$ cat config.mk
export PLATFORM = sky130hd
export DESIGN_NAME = fpu_addsub_pipe_flat
export DESIGN_NICKNAME = d
export VERILOG_FILES = /design/src/rtl/fpu_addsub_pipe_if.sv /design/src/rtl/fpu_addsub_pipe.sv /design/src/flat_wrapper.sv
export SDC_FILE = /design/constraint.sdc
export NUM_CORES = 1
export LEC_CHECK = 0
export CORE_MARGIN = 8
export CORE_UTILIZATION = 38
export CTS_CLUSTER_DIAMETER = 60
export DETAILED_ROUTE_END_ITERATION = 16
export GPL_TIMING_DRIVEN = 0
export SLEW_MARGIN = 20
export SYNTH_ARGS = -nofsm -noshare
export SYNTH_HDL_FRONTEND = slang
export SYNTH_SLANG_ARGS = --single-unit
$ cat constraint.sdc
create_clock -name clk -period 7.8 [get_ports clk]
set_input_delay 1.17 -clock clk [delete_from_list [all_inputs] [get_ports clk]]
set_output_delay 1.17 -clock clk [all_outputs]
set_load 0.05 [all_outputs]
$ cat src/rtl/fpu_addsub_pipe_if.sv
// Operand/result handshake bundle for the multi-cycle floating-point add/subtract unit.
interface fpu_addsub_pipe_if #(
  parameter int W = 32
);
  logic         in_valid;
  logic         in_ready;
  logic [W-1:0] a;
  logic [W-1:0] b;
  logic [1:0]   op;
  logic         out_valid;
  logic         out_ready;
  logic [W-1:0] data_out;
  logic [3:0]   status_out;

  modport master (
    output in_valid, a, b, op, out_ready,
    input  in_ready, out_valid, data_out, status_out
  );

  modport slave (
    input  in_valid, a, b, op, out_ready,
    output in_ready, out_valid, data_out, status_out
  );
endinterface

$ cat src/rtl/fpu_addsub_pipe.sv
// Multi-cycle floating-point add/subtract: bit-serial align and normalise, round-to-nearest-even.
// One operation in flight; operands are swapped at accept so the larger magnitude is always "big".
module fpu_addsub_pipe #(
  parameter int EXP_W  = 6,
  parameter int MANT_W = 25,
  parameter int W      = 1 + EXP_W + MANT_W
) (
  input  logic             clk,
  input  logic             reset,
  fpu_addsub_pipe_if.slave bus
);
  // Working significand: {hidden, fraction, guard, round, sticky}.
  localparam int E      = MANT_W + 4;
  localparam int MAX_SH = MANT_W + 3;
  localparam int CNT_W  = $clog2(MAX_SH + 1);
  localparam int XW     = EXP_W + 2;
  localparam int MW2    = MANT_W + 2;
  localparam logic signed [XW-1:0] EXP_MAX = XW'((2 ** EXP_W) - 1);
  localparam logic signed [XW-1:0] EXP_MIN = XW'(1);

  localparam logic [3:0] ST_EXACT = 4'b1000;
  localparam logic [3:0] ST_OVF   = 4'b0100;
  localparam logic [3:0] ST_UNF   = 4'b0010;
  localparam logic [3:0] ST_INX   = 4'b0001;

  typedef enum logic [2:0] {S_IDLE, S_ALIGN, S_ADD, S_NORM, S_ROUND, S_DONE} state_t;

  state_t                state_q, state_d;
  logic [E-1:0]          big_sig, small_sig;
  logic [E:0]            sig_r;
  logic                  big_sign, eff_sub;
  logic signed [XW-1:0]  exp_r;
  logic [CNT_W-1:0]      shift_cnt;
  logic [W-1:0]          data_r;
  logic [3:0]            status_r;

  // Operand decode; a zero exponent forces a zero significand whatever the fraction holds.
  logic [EXP_W-1:0]  a_exp, b_exp, ld_big_exp, ld_small_exp, exp_diff;
  logic [MANT_W-1:0] a_fm, b_fm;
  logic              a_nz, b_nz, b_sign_eff, a_ge;
  logic              ld_big_sign, ld_small_sign, ld_small_nz;
  logic [E-1:0]      ld_big_sig, ld_small_sig;
  logic [CNT_W-1:0]  ld_shift;

  assign a_exp      = bus.a[W-2 -: EXP_W];
  assign b_exp      = bus.b[W-2 -: EXP_W];
  assign a_nz       = |a_exp;
  assign b_nz       = |b_exp;
  assign a_fm       = bus.a[MANT_W-1:0] & {MANT_W{a_nz}};
  assign b_fm       = bus.b[MANT_W-1:0] & {MANT_W{b_nz}};
  assign b_sign_eff = bus.b[W-1] ^ (bus.op == 2'b01);
  assign a_ge       = {a_exp, a_fm} >= {b_exp, b_fm};

  always_comb begin
    // NOTE: every always_comb output gets a default first so no path can infer a latch.
    ld_big_sign   = bus.a[W-1];
    ld_big_exp    = a_exp;
    ld_big_sig    = {a_nz, a_fm, 3'b000};
    ld_small_sign = b_sign_eff;
    ld_small_exp  = b_exp;
    ld_small_sig  = {b_nz, b_fm, 3'b000};
    ld_small_nz   = b_nz;
    if (!a_ge) begin
      ld_big_sign   = b_sign_eff;
      ld_big_exp    = b_exp;
      ld_big_sig    = {b_nz, b_fm, 3'b000};
      ld_small_sign = bus.a[W-1];
      ld_small_exp  = a_exp;
      ld_small_sig  = {a_nz, a_fm, 3'b000};
      ld_small_nz   = a_nz;
    end
    exp_diff = ld_big_exp - ld_small_exp;
    if (!ld_small_nz)
      ld_shift = '0;
    else if (32'(exp_diff) > MAX_SH)
      ld_shift = CNT_W'(MAX_SH);
    else
      ld_shift = CNT_W'(exp_diff);
  end

  logic [E:0] sum;
  assign sum = eff_sub ? ({1'b0, big_sig} - {1'b0, small_sig})
                       : ({1'b0, big_sig} + {1'b0, small_sig});

  // Rounding: LSB/guard/round-or-sticky decide; a carry out of the mantissa bumps the exponent.
  logic [MANT_W:0]      m;
  logic                 g, rs, rnd_up;
  logic [MANT_W+1:0]    m_rnd;
  logic signed [XW-1:0] exp_rnd;
  logic [MANT_W-1:0]    frac_rnd;
  logic [W-1:0]         rnd_data;
  logic [3:0]           rnd_status;

  assign m        = sig_r[E-1:3];
  assign g        = sig_r[2];
  assign rs       = |sig_r[1:0];
  assign rnd_up   = g & (rs | m[0]);
  assign m_rnd    = {1'b0, m} + MW2'(rnd_up);
  assign exp_rnd  = exp_r + XW'(m_rnd[MANT_W+1]);
  assign frac_rnd = m_rnd[MANT_W+1] ? m_rnd[MANT_W:1] : m_rnd[MANT_W-1:0];

  always_comb begin
    rnd_data   = {big_sign, exp_rnd[EXP_W-1:0], frac_rnd};
    rnd_status = (g | rs) ? ST_INX : ST_EXACT;
    if (sig_r[E-1:0] == '0) begin
      rnd_data   = '0;
      rnd_status = ST_EXACT;
    end else if (exp_rnd > EXP_MAX) begin
      rnd_data   = {big_sign, {EXP_W{1'b1}}, {MANT_W{1'b1}}};
      rnd_status = ST_OVF | ST_INX;
    end else if (exp_rnd < EXP_MIN) begin
      rnd_data   = {big_sign, {(W-1){1'b0}}};
      rnd_status = ST_UNF | ST_INX;
    end
  end

  always_ff @(posedge clk or negedge reset) begin
    // NOTE: sequential state uses non-blocking assignments so every register samples pre-edge values.
    if (!reset) state_q <= S_IDLE;
    else        state_q <= state_d;
  end

  always_comb begin
    state_d = state_q;
    case (state_q)
      S_IDLE:  if (bus.in_valid) state_d = bus.op[1] ? S_DONE : S_ALIGN;
      S_ALIGN: if (shift_cnt <= CNT_W'(1)) state_d = S_ADD;
      S_ADD:   state_d = S_NORM;
      // Leave once the value is normalised, or will be after this cycle's shift.
      S_NORM:  if (sig_r[E] || (sig_r[E-1:0] == '0) || sig_r[E-1] || sig_r[E-2])
                 state_d = S_ROUND;
      S_ROUND: state_d = S_DONE;
      S_DONE:  if (bus.out_ready) state_d = S_IDLE;
      default: state_d = S_IDLE;
    endcase
  end

  always_ff @(posedge clk or negedge reset) begin
    if (!reset) begin
      big_sig   <= '0;
      small_sig <= '0;
      sig_r     <= '0;
      big_sign  <= 1'b0;
      eff_sub   <= 1'b0;
      exp_r     <= '0;
      shift_cnt <= '0;
      data_r    <= '0;
      status_r  <= '0;
    end else begin
      case (state_q)
        S_IDLE: if (bus.in_valid) begin
          big_sig   <= ld_big_sig;
          small_sig <= ld_small_sig;
          big_sign  <= ld_big_sign;
          eff_sub   <= ld_big_sign ^ ld_small_sign;
          exp_r     <= XW'(ld_big_exp);
          shift_cnt <= ld_shift;
          if (bus.op[1]) begin
            data_r   <= '0;
            status_r <= '0;
          end
        end
        S_ALIGN: if (shift_cnt != '0) begin
          small_sig <= {1'b0, small_sig[E-1:2], |small_sig[1:0]};
          shift_cnt <= shift_cnt - CNT_W'(1);
        end
        S_ADD: sig_r <= sum;
        S_NORM: begin
          if (sig_r[E]) begin
            sig_r <= {1'b0, sig_r[E:2], |sig_r[1:0]};
            exp_r <= exp_r + XW'(1);
          end else if ((sig_r[E-1:0] != '0) && !sig_r[E-1]) begin
            sig_r <= sig_r << 1;
            exp_r <= exp_r - XW'(1);
          end
        end
        S_ROUND: begin
          data_r   <= rnd_data;
          status_r <= rnd_status;
        end
        default: ;
      endcase
    end
  end

  assign bus.in_ready   = (state_q == S_IDLE);
  assign bus.out_valid  = (state_q == S_DONE);
  assign bus.data_out   = data_r;
  assign bus.status_out = status_r;
endmodule

$ cat src/flat_wrapper.sv
// flat-port wrapper written by rule: the top's interface ports become plain ports
module fpu_addsub_pipe_flat 
#(
  parameter int EXP_W  = 6,
  parameter int MANT_W = 25,
  parameter int W      = 1 + EXP_W + MANT_W
)
  (clk, reset, bus_in_valid, bus_a, bus_b, bus_op, bus_out_ready, bus_in_ready, bus_out_valid, bus_data_out, bus_status_out);
  fpu_addsub_pipe_if #(.W(W)) bus_i ();
  input  logic clk;
  input  logic reset;
  input wire logic [$bits(bus_i.in_valid)-1:0] bus_in_valid;
  input wire logic [$bits(bus_i.a)-1:0] bus_a;
  input wire logic [$bits(bus_i.b)-1:0] bus_b;
  input wire logic [$bits(bus_i.op)-1:0] bus_op;
  input wire logic [$bits(bus_i.out_ready)-1:0] bus_out_ready;
  output wire logic [$bits(bus_i.in_ready)-1:0] bus_in_ready;
  output wire logic [$bits(bus_i.out_valid)-1:0] bus_out_valid;
  output wire logic [$bits(bus_i.data_out)-1:0] bus_data_out;
  output wire logic [$bits(bus_i.status_out)-1:0] bus_status_out;
  assign bus_i.in_valid = bus_in_valid;
  assign bus_i.a = bus_a;
  assign bus_i.b = bus_b;
  assign bus_i.op = bus_op;
  assign bus_i.out_ready = bus_out_ready;
  assign bus_in_ready = bus_i.in_ready;
  assign bus_out_valid = bus_i.out_valid;
  assign bus_data_out = bus_i.data_out;
  assign bus_status_out = bus_i.status_out;
  fpu_addsub_pipe #(.EXP_W(EXP_W), .MANT_W(MANT_W), .W(W)) u_core (.clk(clk), .reset(reset), .bus(bus_i));
endmodule
# == Yosys cells after proc, flatten, opt, wreduce, memory -nomap -nowiden ==
# Cells that the tools add are included.
# op_classes
n_bitwise,7
reduce_logical,23
order_cmp,5
add_sub_neg,8
n_mux,43
n_eq_ne,13
# op_table
op,n
$mux W29,4
$mux W32,3
$mux W30,3
$pmux W32 S2,1
$mux W31,2
$pmux W30 S2,1
$pmux W29 S2,1
$and A25 B25 Y25,2
$ge A31 B31 Y1,1
$add A29 B29 Y30,1
$sub A29 B29 Y30,1
$logic_not A29 Y1,1
$reduce_bool A29 Y1,1
$add A26 B1 Y27,1
$mux W25,1
$mux W4,6
$mux W8,3
$mux W5,4
$pmux W3 S6,1
$pmux W8 S2,1
$mux W3,5
$mux W6,2
$reduce_or A6 Y1,2
$pmux W5 S2,1
other kinds (31),50
# word_totals
wordCells,110
output_inout_bits,38
reg_bits,142
inputBits,70

# == Depth between registers and ports, before layout ==
# depth
ltp_word,10
mapped_depth,20
ltp_nobuf,20

# == Least setup slack after synthesis ==
# No wires, ideal clock.
# synth_timing
kind,input -> register
startpoint,in bus_a[27]
endpoint,reg u_core.shift_cnt[4]
arrival_time_ps,4842
required_ps,7668
n_path_buf,4
slack_ps,2826
cell_stages,20
setup_time_ps,132
path_cell_list,nor4_1 > nand2_1 > clkbuf_1 > and2_1 > ha_1 > a21oi_1 > nand4b_1 > a31oi_1 > or3_4 > a21o_1 > buf_6 > clkbuf_1 > clkbuf_1 > o21a_1 > ha_1 > a211oi_1 > nor2_1 > or3_1 > a21oi_1 > o211ai_1
# synth_between
elab_chain_len,10
word_cells_on_any_way,12
classes_between,add/sub (1); order compare (2); mux (7); bitwise (1); reduce/logical (1)
# synth_lines
item,line,source
"start, declared",flat_wrapper.sv:13,input wire logic [$bits(bus_i.a)-1:0] bus_a;
$reduce_or A6 Y1,fpu_addsub_pipe.sv:47,assign a_nz = |a_exp;
$and A25 B25 Y25,fpu_addsub_pipe.sv:49,assign a_fm = bus.a[MANT_W-1:0] & {MANT_W{a_nz}};
$ge A31 B31 Y1,fpu_addsub_pipe.sv:52,"assign a_ge = {a_exp, a_fm} >= {b_exp, b_fm};"
$mux W6,fpu_addsub_pipe.sv:63,if (!a_ge) begin
$sub A6 B6 Y6,fpu_addsub_pipe.sv:72,exp_diff = ld_big_exp - ld_small_exp;
$gt A6 B5 Y1,fpu_addsub_pipe.sv:75,else if (32'(exp_diff) > MAX_SH)
$mux W5,fpu_addsub_pipe.sv:75,
$mux W5 (*),fpu_addsub_pipe.sv:73,if (!ld_small_nz)
$mux W5 (*),fpu_addsub_pipe.sv:151,S_IDLE: if (bus.in_valid) begin
$pmux W5 S2 (*),fpu_addsub_pipe.sv:150,case (state_q)
"end signal, assigned",fpu_addsub_pipe.sv:157,shift_cnt <= ld_shift;
"end signal, assigned",fpu_addsub_pipe.sv:165,shift_cnt <= shift_cnt - CNT_W'(1);
"end, declared",fpu_addsub_pipe.sv:33,logic [CNT_W-1:0] shift_cnt;
# Every way passes the cells marked *; elsewhere a longest branch is shown, timed or not. The select of a mux whose other input is x is not followed.
# A chain may end at the register's enable or synchronous reset.

# == Final worst setup path ==
# layout_timing
startpoint,in bus_a[28]
endpoint,reg u_core.shift_cnt[0]
# Same word-level chain as after synthesis.

==> impl_summary.log <==
INFO  metric synth_edf_count = 0
INFO  metric cts-buffers-inserted = 17
INFO  metric yosysTopAreaCell = sky130_fd_sc_hd__dfrtp_1
INFO  metric wire_per_inst = ~16 um
INFO  metric groute.layer.met1.usage = approximately a quarter
INFO  metric finalHoldViolCount = 0
INFO  metric max-slew-margin-rel = 42.60%
INFO  metric status = completed
INFO  metric power_per_cell_area = between 500 and 600 nW/um2
INFO  metric worst_hold_startpoint = u_core.bus.status_out[2]$_DFFE_PN0P_
INFO  metric post_drt_via_cell_ratio = 5.315
INFO  metric critPathArrivalTime = 6.51 ns
INFO  metric synthMostInstantiatedCell = sky130_fd_sc_hd__nand2_1
INFO  metric synth.top_cell.area_share = 31.53%
INFO  metric post_cts.resized_instances = 0
INFO  metric postSynthNetCount = 1610
INFO  metric clk_pin_slew = 0.06 ns
INFO  metric clkLatencyLatePin = ~0.42 ns
INFO  metric synth_common_cells = sky130_fd_sc_hd__nand2_1, sky130_fd_sc_hd__nor2_1, sky130_fd_sc_hd__a21oi_1, sky130_fd_sc_hd__dfrtp_1, sky130_fd_sc_hd__o21ai_0
INFO  metric period_share = 79.07%
INFO  metric synth_top_flop_cell = sky130_fd_sc_hd__dfrtp_1
INFO  metric top_usage_layer = met2
INFO  metric ir_drop = between 200 and 300 uV
INFO  metric grt_resource_usage_total = 18.73%
INFO  metric post_detailed_routing_wire_length = 32.65 mm
INFO  metric end_kind = flip-flop
INFO  metric worstHoldPathType = reg -> reg
INFO  metric setup_slack = 1.632 ns
INFO  metric leakagePower = 5.495 nW
INFO  metric initial_util = about two fifths
INFO  metric pre_cts_ws = 1.148 ns
INFO  metric grt_start_max_net_pins = 90
INFO  metric period_minus_slack = 6.168 ns
INFO  metric report.final.slew_viol_count = 0
INFO  metric maxClockFrequency = 0.1621 GHz
INFO  metric antenna-diode-count = 0
INFO  metric netlist-cell-type-count = 65
INFO  metric io_pins = 108
INFO  metric type_of_the_worst_setup_path = in -> reg
INFO  metric gp_congestion = 0.9023
INFO  metric grt_antenna_before_repair = 0
INFO  metric layout.core_utilization = 46.20%
INFO  metric final.setup.tns = 0 ns
INFO  metric crit_path_max_fanout = 10
INFO  metric buffer_ports.inserted = 107
INFO  metric ant_nets = 0
INFO  metric synth_sequential_area_ratio = 31.53%
INFO  metric rsz0062_at_grt = false
INFO  metric core_outline_area = 28630 um2
INFO  metric drive_gt1_share = 3.296%
INFO  metric globalRoute.totalOverflow = 0
INFO  metric drt-pass1-iter-count = 5
INFO  metric number_of_violations_reported_at_the_end_of_detailed_routing_iteration_0 = 729
INFO  metric fin_skew = approximately 0.0091 ns
INFO  metric async_flop_share = 100.0%
INFO  metric cts_root_buf = sky130_fd_sc_hd__clkbuf_16
INFO  metric netlist_instances = 1468
INFO  metric synth-seq-cells = 139
INFO  metric floorplan.die_area = between 30000 and 40000 um2
INFO  metric detailedPlacementHpwl = 26.14 mm
INFO  metric synth.top_cells.by_area = sky130_fd_sc_hd__dfrtp_1, sky130_fd_sc_hd__ha_1, sky130_fd_sc_hd__a21oi_1
INFO  metric chipWidth = 186.4 um
INFO  metric globalRouteMet2Util = a little under a third
INFO  metric clock_sinks = 139
INFO  metric floorplan.die.height = approximately 190 um
INFO  metric clock_tree_from_tritoncts = yes
INFO  metric timing.rr.start = u_core.sig_r[3]$_DFFE_PN0P_
INFO  metric cts.hold.buffers_added = 0
INFO  metric nets = 1737
INFO  metric timing.hold.ws = 0.4844 ns
INFO  metric start_kind = input port
INFO  metric placementRows = 62
INFO  metric clock_tree.htree_level_count = 4
INFO  metric post_cts_buffers = 0
INFO  metric setup_violations = 0
INFO  metric mapped_cell_area = around 11000 um2
INFO  metric num-fill-cells = between 2000 and 3000
INFO  metric startpoint_of_the_most_critical_setup_path = bus_a[28]
INFO  metric grtUsageMet3 = ~2.9%
INFO  metric layout.cells.non_filler = 1992
INFO  metric yosys_warns = 0
INFO  metric post-route-drc-count = 0
INFO  metric grt_first_pass_wirelength = between 50 and 60 mm
INFO  metric worst-slew-pin-transition = approximately 0.85 ns
INFO  metric clockBufferDepth = 2
INFO  metric place_inst = 1960
INFO  metric max_cap_viols = 0
INFO  metric crit_required = between 8 and 9 ns
INFO  metric dr_total_vias = 10588
INFO  metric number_of_global_route_vias_before_repair = about 10000
INFO  metric area_delta_synth_final = 19.88%
INFO  metric synth.avg_cell_area = 7.514 um2
-- layout by cell type (no fill, tap or decap), types with 19 or more instances in the layout --
cell type                           n
sky130_fd_sc_hd__nand2_1          216
sky130_fd_sc_hd__nor2_1           173
sky130_fd_sc_hd__a21oi_1          172
sky130_fd_sc_hd__dfrtp_1          139
sky130_fd_sc_hd__o21ai_0          125
sky130_fd_sc_hd__clkdlybuf4s50_1  106
sky130_fd_sc_hd__clkbuf_1          83
sky130_fd_sc_hd__ha_1              71
sky130_fd_sc_hd__xnor2_1           55
sky130_fd_sc_hd__nand3_1           49
sky130_fd_sc_hd__and2_1            36
sky130_fd_sc_hd__a31oi_1           36
sky130_fd_sc_hd__xor2_1            31
sky130_fd_sc_hd__inv_1             30
sky130_fd_sc_hd__and3_1            22
sky130_fd_sc_hd__o211ai_1          20
sky130_fd_sc_hd__nor3_1            19
-- power breakdown --
part / switching (W) / total [W] / internal (W)
sequential: 0.000327 / 0.00138 / 0.00106
combinational: 0.00279 / 0.00459 / 0.00179
clock: 0.000339 / 0.000854 / 0.000515
-- state kept, by name (all words and copies together), names as in the netlist --
signal                 flops
u_core.big_sig            26
u_core.big_sign            1
u_core.state_q             3
u_core.small_sig          29
u_core.exp_r               8
u_core.bus.status_out      4
u_core.sig_r              30
u_core.bus.data_out       32
u_core.eff_sub             1
u_core.shift_cnt           5
-- cell families after synthesis --
group,after synthesis,synth area share [%]
flops,139,31.53
compound gates,441,23.50
xor+xnor,86,6.828
simple gates,591,24.33
buf+inv,128,4.571
fa+ha+maj,72,8.235
mux,11,0.9982
-- worst paths after layout --
check	endpoint	slack, ns	cells after the start
min reg2reg	u_core.bus.status_out[2]$_DFFE_PN0P_	0.48	1
max in group asynchronous	u_core.small_sig[13]$_DFFE_PN0P_	6.38	2
min in group asynchronous	u_core.bus.status_out[2]$_DFFE_PN0P_	0.65	1
max reg2reg	u_core.bus.data_out[12]$_DFFE_PN0P_	2.50	17
min	u_core.bus.status_out[2]$_DFFE_PN0P_	0.48	1
max	u_core.shift_cnt[0]$_DFFE_PN0P_	1.63	20
-- worst max-delay path, cell delays in order --
cell and delay, ns:
sky130_fd_sc_hd__clkdlybuf4s50_1 0.53, sky130_fd_sc_hd__nor4_1 0.35, sky130_fd_sc_hd__nand2_1 0.25, sky130_fd_sc_hd__clkbuf_1 0.32, sky130_fd_sc_hd__and2_1 0.28, sky130_fd_sc_hd__ha_1 0.30, sky130_fd_sc_hd__nand2_1 0.07, sky130_fd_sc_hd__o21ai_0 0.19
sky130_fd_sc_hd__a21oi_1 0.09, sky130_fd_sc_hd__o31ai_1 0.71, sky130_fd_sc_hd__a21o_1 0.22, sky130_fd_sc_hd__buf_6 0.13, sky130_fd_sc_hd__clkbuf_1 0.42, sky130_fd_sc_hd__clkbuf_1 0.39, sky130_fd_sc_hd__o21a_1 0.20, sky130_fd_sc_hd__ha_1 0.23
sky130_fd_sc_hd__inv_1 0.07, sky130_fd_sc_hd__a21boi_0 0.07, sky130_fd_sc_hd__a311o_1 0.38, sky130_fd_sc_hd__o22ai_1 0.15
-- per-layer routing --
metal	vias to the layer above	routed length, um
met4	0	342
li1	5452	-
met1	4857	16010
met5	-	0
met3	21	1503
met2	258	14790
-- final cells by class --
type                    instances  area (um2)  share of cell area, %
clock inverters                13       166.4                  1.258
inverters                      30       112.6                 0.8515
flip-flops and latches        139        3478                  26.30
plain buffers                  98       391.6                  2.962
clock buffers                  19       442.9                  3.349
multi-input cells            1201        7048                  53.30
well taps                     384       480.5                  3.633
repair buffers                108        1104                  8.345
-- metrics by stage --
step / power, W / area, um2
floorplan: 0.004737 / 11030
global placement: 0.005866 / 12580
detailed placement: 0.005934 / 12610
CTS: 0.006812 / 13220
global route: 0.007491 / 13220
finish: 0.006824 / 13220
(Power assumes the default switching activity.)
